===== src/rtl/free_list.sv =====
// Banked physical-register free list: one circular FIFO per PRF bank, fed by committed
// releases and drained by rename, with all-or-nothing round-robin bank assignment per cycle.
module free_list #(
    parameter int unsigned PR_COUNT          = 128,
    parameter int unsigned BANK_COUNT        = 4,
    parameter int unsigned INIT_MAPPED_COUNT = 64,
    localparam int unsigned LOG_PR           = $clog2(PR_COUNT),
    localparam int unsigned CNT_W            = $clog2(PR_COUNT + 1)
) (
    input  logic                         CLK,
    input  logic                         RST,
    input  logic [BANK_COUNT-1:0]        enq_valid_by_bank,
    input  logic [BANK_COUNT*LOG_PR-1:0] enq_pr_by_bank,
    input  logic [BANK_COUNT-1:0]        deq_req_valid_by_lane,
    output logic                         deq_req_ready,
    output logic [BANK_COUNT*LOG_PR-1:0] deq_pr_by_lane,
    output logic [CNT_W-1:0]             free_cnt
);

    localparam int unsigned LOG_BANK  = $clog2(BANK_COUNT);
    localparam int unsigned DEPTH     = PR_COUNT / BANK_COUNT;
    localparam int unsigned LOG_DEPTH = $clog2(DEPTH);
    localparam int unsigned UPPER_W   = LOG_PR - LOG_BANK;
    localparam int unsigned CW        = LOG_DEPTH + 1;
    localparam int unsigned INIT_HEAD = INIT_MAPPED_COUNT / BANK_COUNT;
    localparam int unsigned INIT_FREE = DEPTH - INIT_HEAD;

    logic [UPPER_W-1:0]   mem_q  [BANK_COUNT][DEPTH];
    logic [LOG_DEPTH-1:0] head_q [BANK_COUNT];
    logic [LOG_DEPTH-1:0] tail_q [BANK_COUNT];
    logic [CW-1:0]        cnt_q  [BANK_COUNT];
    logic [CW-1:0]        cnt_d  [BANK_COUNT];
    logic [LOG_BANK-1:0]  rr_q;
    logic [BANK_COUNT-1:0] bank_sel;
    logic [LOG_BANK-1:0]  cur_bank;
    logic [LOG_BANK:0]    req_cnt;
    logic                 fire;
    logic [CNT_W-1:0]     free_sum;

    // Requesting lanes take consecutive banks starting at rr_q, so assigned banks never collide.
    always_comb begin
        bank_sel       = '0;
        deq_pr_by_lane = '0;
        req_cnt        = '0;
        cur_bank       = '0;
        deq_req_ready  = 1'b1;
        for (int i = 0; i < int'(BANK_COUNT); i++) begin
            if (deq_req_valid_by_lane[i]) begin
                cur_bank = rr_q + req_cnt[LOG_BANK-1:0];
                bank_sel[cur_bank] = 1'b1;
                deq_pr_by_lane[i*LOG_PR +: LOG_PR] = {mem_q[cur_bank][head_q[cur_bank]], cur_bank};
                if (cnt_q[cur_bank] == '0) begin
                    deq_req_ready = 1'b0;
                end
                req_cnt = req_cnt + 1'b1;
            end
        end
        fire = (req_cnt != '0) && deq_req_ready;
    end

    always_comb begin
        free_sum = '0;
        for (int b = 0; b < int'(BANK_COUNT); b++) begin
            cnt_d[b] = cnt_q[b] + CW'(enq_valid_by_bank[b]) - CW'(fire & bank_sel[b]);
            free_sum = free_sum + CNT_W'(cnt_d[b]);
        end
    end

    // Reset image: entry e holds upper value e, so the free region 16..31 is already in order.
    always_ff @(posedge CLK) begin
        if (RST) begin
            for (int b = 0; b < int'(BANK_COUNT); b++) begin
                for (int e = 0; e < int'(DEPTH); e++) begin
                    mem_q[b][e] <= UPPER_W'(e);
                end
                head_q[b] <= LOG_DEPTH'(INIT_HEAD);
                tail_q[b] <= LOG_DEPTH'(INIT_HEAD + INIT_FREE);
                cnt_q[b]  <= CW'(INIT_FREE);
            end
            rr_q     <= '0;
            free_cnt <= CNT_W'(INIT_FREE * BANK_COUNT);
        end else begin
            for (int b = 0; b < int'(BANK_COUNT); b++) begin
                if (enq_valid_by_bank[b]) begin
                    mem_q[b][tail_q[b]] <= enq_pr_by_bank[b*LOG_PR + LOG_BANK +: UPPER_W];
                    tail_q[b] <= tail_q[b] + 1'b1;
                end
                if (fire && bank_sel[b]) begin
                    head_q[b] <= head_q[b] + 1'b1;
                end
                cnt_q[b] <= cnt_d[b];
            end
            if (fire) begin
                rr_q <= rr_q + req_cnt[LOG_BANK-1:0];
            end
            free_cnt <= free_sum;
        end
    end

    for (genvar b = 0; b < int'(BANK_COUNT); b++) begin : g_chk
        a_enq_full : assert property (@(posedge CLK) disable iff (RST)
            enq_valid_by_bank[b] |-> cnt_q[b] != CW'(DEPTH));
        a_enq_bank : assert property (@(posedge CLK) disable iff (RST)
            enq_valid_by_bank[b] |-> enq_pr_by_bank[b*LOG_PR +: LOG_BANK] == LOG_BANK'(b));
        a_deq_empty : assert property (@(posedge CLK) disable iff (RST)
            (fire && bank_sel[b]) |-> cnt_q[b] != '0);
    end

endmodule


===== config.mk =====
export PLATFORM = sky130hd
export DESIGN_NAME = free_list
export DESIGN_NICKNAME = d
export VERILOG_FILES = /design/src/rtl/free_list.sv
export SDC_FILE = /design/constraint.sdc
export NUM_CORES = 2
export LEC_CHECK = 0
export CAP_MARGIN = 10
export CELL_PAD_IN_SITES_DETAIL_PLACEMENT = 0
export CELL_PAD_IN_SITES_GLOBAL_PLACEMENT = 1
export CORE_ASPECT_RATIO = 1.25
export CORE_UTILIZATION = 47
export DETAILED_ROUTE_END_ITERATION = 10
export PLACE_DENSITY = 0.87
export SLEW_MARGIN = 30
export SYNTH_ARGS = -nofsm -noshare
export SYNTH_HDL_FRONTEND = slang
export SYNTH_SLANG_ARGS = --single-unit

===== constraint.sdc =====
create_clock -name CLK -period 6.95 [get_ports CLK]
set_clock_uncertainty 0.2 [all_clocks]
set_input_delay 1.39 -clock CLK [delete_from_list [all_inputs] [get_ports CLK]]
set_output_delay 1.39 -clock CLK [all_outputs]
set_load 0.05 [all_outputs]

==> results by group <==
Power and ir drop
  • Leak pwr: 21.3 nW
  • Clock power frac: 0.137
  • Combinational share of power: 0.698
  • Switch Pwr: 15.9 mW
  • Sw Share: 0.481
  • Int Pwr: 17.1 mW
  • Power Density: approximately 550 nW/um^2
  • Register share of total power: 0.165
  • Worst VDD drop: 0.921 mV

CTS
  • CTS Hold Bufs: 0
  • Clock Sinks: about 720
  • CTS root buf: clkbuf_16
  • TritonCTS buffer count: 78
  • Htree depth: 3
  • CTS tree: yes
  • Longest Clk Path Bufs: 3
  • Clock network latency to the later pin of the worst-skew pair: 0.70 ns
  • Clk pin slew, worst setup/hold paths: 0.06 ns

Run status
  • Failing checks: negative setup slack
  • Outcome: finished, violations left

STA
  • Worst slew pin tran: ~1.1 ns
  • Max-slew violations: 0
  • Min Tclk post-route: 7.05 ns
  • Final setup margin: -0.0966 ns
  • Final hold vios: 0
  • Final setup fails: 3
  • Max Freq: about 0.14 GHz
  • Setup_tns: -0.141 ns
  • Hold slack: 0.309 ns
  • Final Cycle Share: 1.01
  • RSZ-0062 raised after global routing: true
  • Slew headroom: 0.233

Layout
  • Reg area: between 15000 and 20000 um^2
  • Most common cell after layout, fill and taps aside: mux4_2
  • Layout Nets: approximately 5000
  • Most frequent cells in the layout: mux4_2, mux2i_1, nand2_1, edfxtp_1, buf_4
  • Final Non-Filler Cells: around 6400
  • Synth-to-layout area growth: 15.4%
  • Layout cells sized above 1: 0.255
  • Core Util, Final: 0.549
  • FILL cells: slightly above 9000
  • Footprint of the multi-input gates: ~32000 um^2

Detailed routing
  • Post-detailed-route wirelength per cell: 37.2 um
  • Final wirelength: 237000 um
  • Iter 0 DRT Violations: 7742
  • Antenna Nets Post-Route: 0
  • Via count: 47300
  • Vias/cell: 7.41
  • Residual DRC: 0
  • DR pass1 iterations: 8

Global route
  • Largest net degree at the start of global routing: 162
  • Grt ovf: 0
  • Initial antenna violation count: 21
  • Vias in the first global route: 44800
  • Global-route wire length before repair: ~330000 um
  • Total track usage: 0.419

Setup path
  • WS Path Type: flip-flop to output pin
  • WP data arrival: 5.46 ns
  • CP Data Required Time: around 5.4 ns
  • Maximum fanout along the worst path: 36
  • Critical path endpoint category: output pin
  • Worst setup SP type: flip-flop

Placement
  • Port buffer count: 66
  • Pre-CTS WS: -1.24 ns
  • GP Congestion: ~1.1
  • HPWL after DPL: 157000 um
  • Inst Count DP: roughly 6200

Floorplan
  • FP Rows: 135
  • Die height: 373 um
  • IO Pins: 75
  • Core region area: 109000 um^2
  • Total die area: roughly 110000 um^2
  • Die Width: 299 um
  • Starting Density: 0.476

Job
  • Max capacitance violation total: 0

Synth
  • Synth Instances: ~4800
  • Top FF cell, synth: edfxtp_1
  • Post-synthesis area per instance: 10.9 um^2
  • Synth Register Bits: 716
  • Synth Cell Area: a little over 50000 um^2
  • Synth unique cells: between 70 and 80
  • Share of flip-flops with an asynchronous set or reset: 0
  • Syn Nets: 4861
  • Number of synthesized flops with an enable pin: about 370
  • Synth Warn #: 0
  • Post-synthesis sequential area ratio: 0.348

Hold path
  • Hold Path Class: flip-flop to flip-flop
## state kept, by name (all words and copies together), names as in the netlist, named ones only
register	flops
mem_q	640
cnt_q	24
head_q	20
tail_q	20
free_cnt	8
rr_q	2
## path summary, 6_finish.rpt
path	slack, ns	to	startpoint	cells after the start
max reg2reg	1.09	free_cnt[7]	rr_q[0]	27
min reg2reg	0.31	mem_q[2][112]	mem_q[2][112]	2
min	0.31	mem_q[2][112]	mem_q[2][112]	2
max	-0.1	deq_pr_by_lane[6]	flip-flop	9
## cells in the mapped netlist, types with 18 or more instances
master	instances	area, um^2
clkbuf_1	255	957
o21ai_0	40	200
nor2b_1	319	2000
buf_1	68	255
and2_1	109	682
or2_2	43	269
o211ai_1	18	135
xnor2_1	29	254
and3_1	25	156
a211o_1	151	1320
nor2_1	272	1020
a211oi_1	337	2530
inv_1	79	297
nand3_1	191	956
edfxtp_1	365	11000
buf_2	113	566
a21o_1	95	713
mux4_2	513	11600
mux2i_1	405	4050
nand2b_1	27	169
nand3b_1	22	165
buf_4	20	150
ha_1	55	688
a21oi_1	275	1380
dfxtp_1	351	7030
xor2_1	24	210
nand2_1	366	1370
## critical path, cell delays in order (launching register included)
cell and delay (ns):
dfxtp_4 0.37, buf_4 0.56, mux4_2 1.04, buf_4 0.48, a211oi_1 0.14, a211oi_1 0.97, a21oi_1 0.18, nand2_1 0.15
a21oi_1 0.14, clkdlybuf4s50_1 0.73
## power by group through the flow
stage | Sequential [mW] | Clock, mW | Combinational, mW
5_1_grt | 5.48 | 4.68 | 23.8
3_5_place_dp | 5.51 | 0 | 20.9
3_3_place_gp | 5.49 | 0 | 20.7
6_report | 5.45 | 4.53 | 23.0
2_1_floorplan | 5.33 | 0 | 12.5
4_1_cts | 5.42 | 4.52 | 21.4
## timing repair
| item | CTS | global route |
|---|---|---|
| gates resized for setup | 40 | 49 |
| gates cloned | 5 | 5 |
| pin swaps | 5 | 15 |
| buffers inserted | 11 | 15 |
| setup endpoints to repair | 16 | 9 |
## kinds of logic (layout without fill, tap and decap cells)
logic type | after synthesis | in the layout | share of synthesized area
AOI/OAI and AO/OA | 1008 | 1008 | 0.135
other | 0 | 10 | 0
DFF | 716 | 716 | 0.348
muxes | 923 | 923 | 0.303
buffers and inverters | 536 | 713 | 0.0431
adders and majority gates | 71 | 71 | 0.0195
xor gates and xnor gates | 56 | 56 | 0.0102
and+or+nand+nor | 1442 | 1442 | 0.140
## area by class of cell
type                       count  area share
antenna                       10    0.000420
multi-input combinational   3500       0.537
inverter                      80     0.00539
clock buffer                 101      0.0373
clock inverter                45     0.00801
timing repair buffer         487      0.0800
sequential                   716       0.302
tap                         1438      0.0302
## through the flow
step | power [mW] | cell area [um^2]
after floorplan | 17.9 | 51800
after CTS | 31.3 | 59100
after global routing | 33.9 | 59600
after detailed placement | 26.4 | 55900
after global placement | 26.2 | 55900
final | 33.0 | 59600
## routing by layer
metal | wire (um) | track usage | vias up
met5 | 126 | 0 | -
met4 | 27000 | 0.359 | 18
met3 | 37500 | 0.179 | 1453
met2 | 99700 | 0.608 | 4571
met1 | 72500 | 0.470 | 22700
li1 | - | - | 18500
No activity file was read; power rests on OpenSTA's default activity.
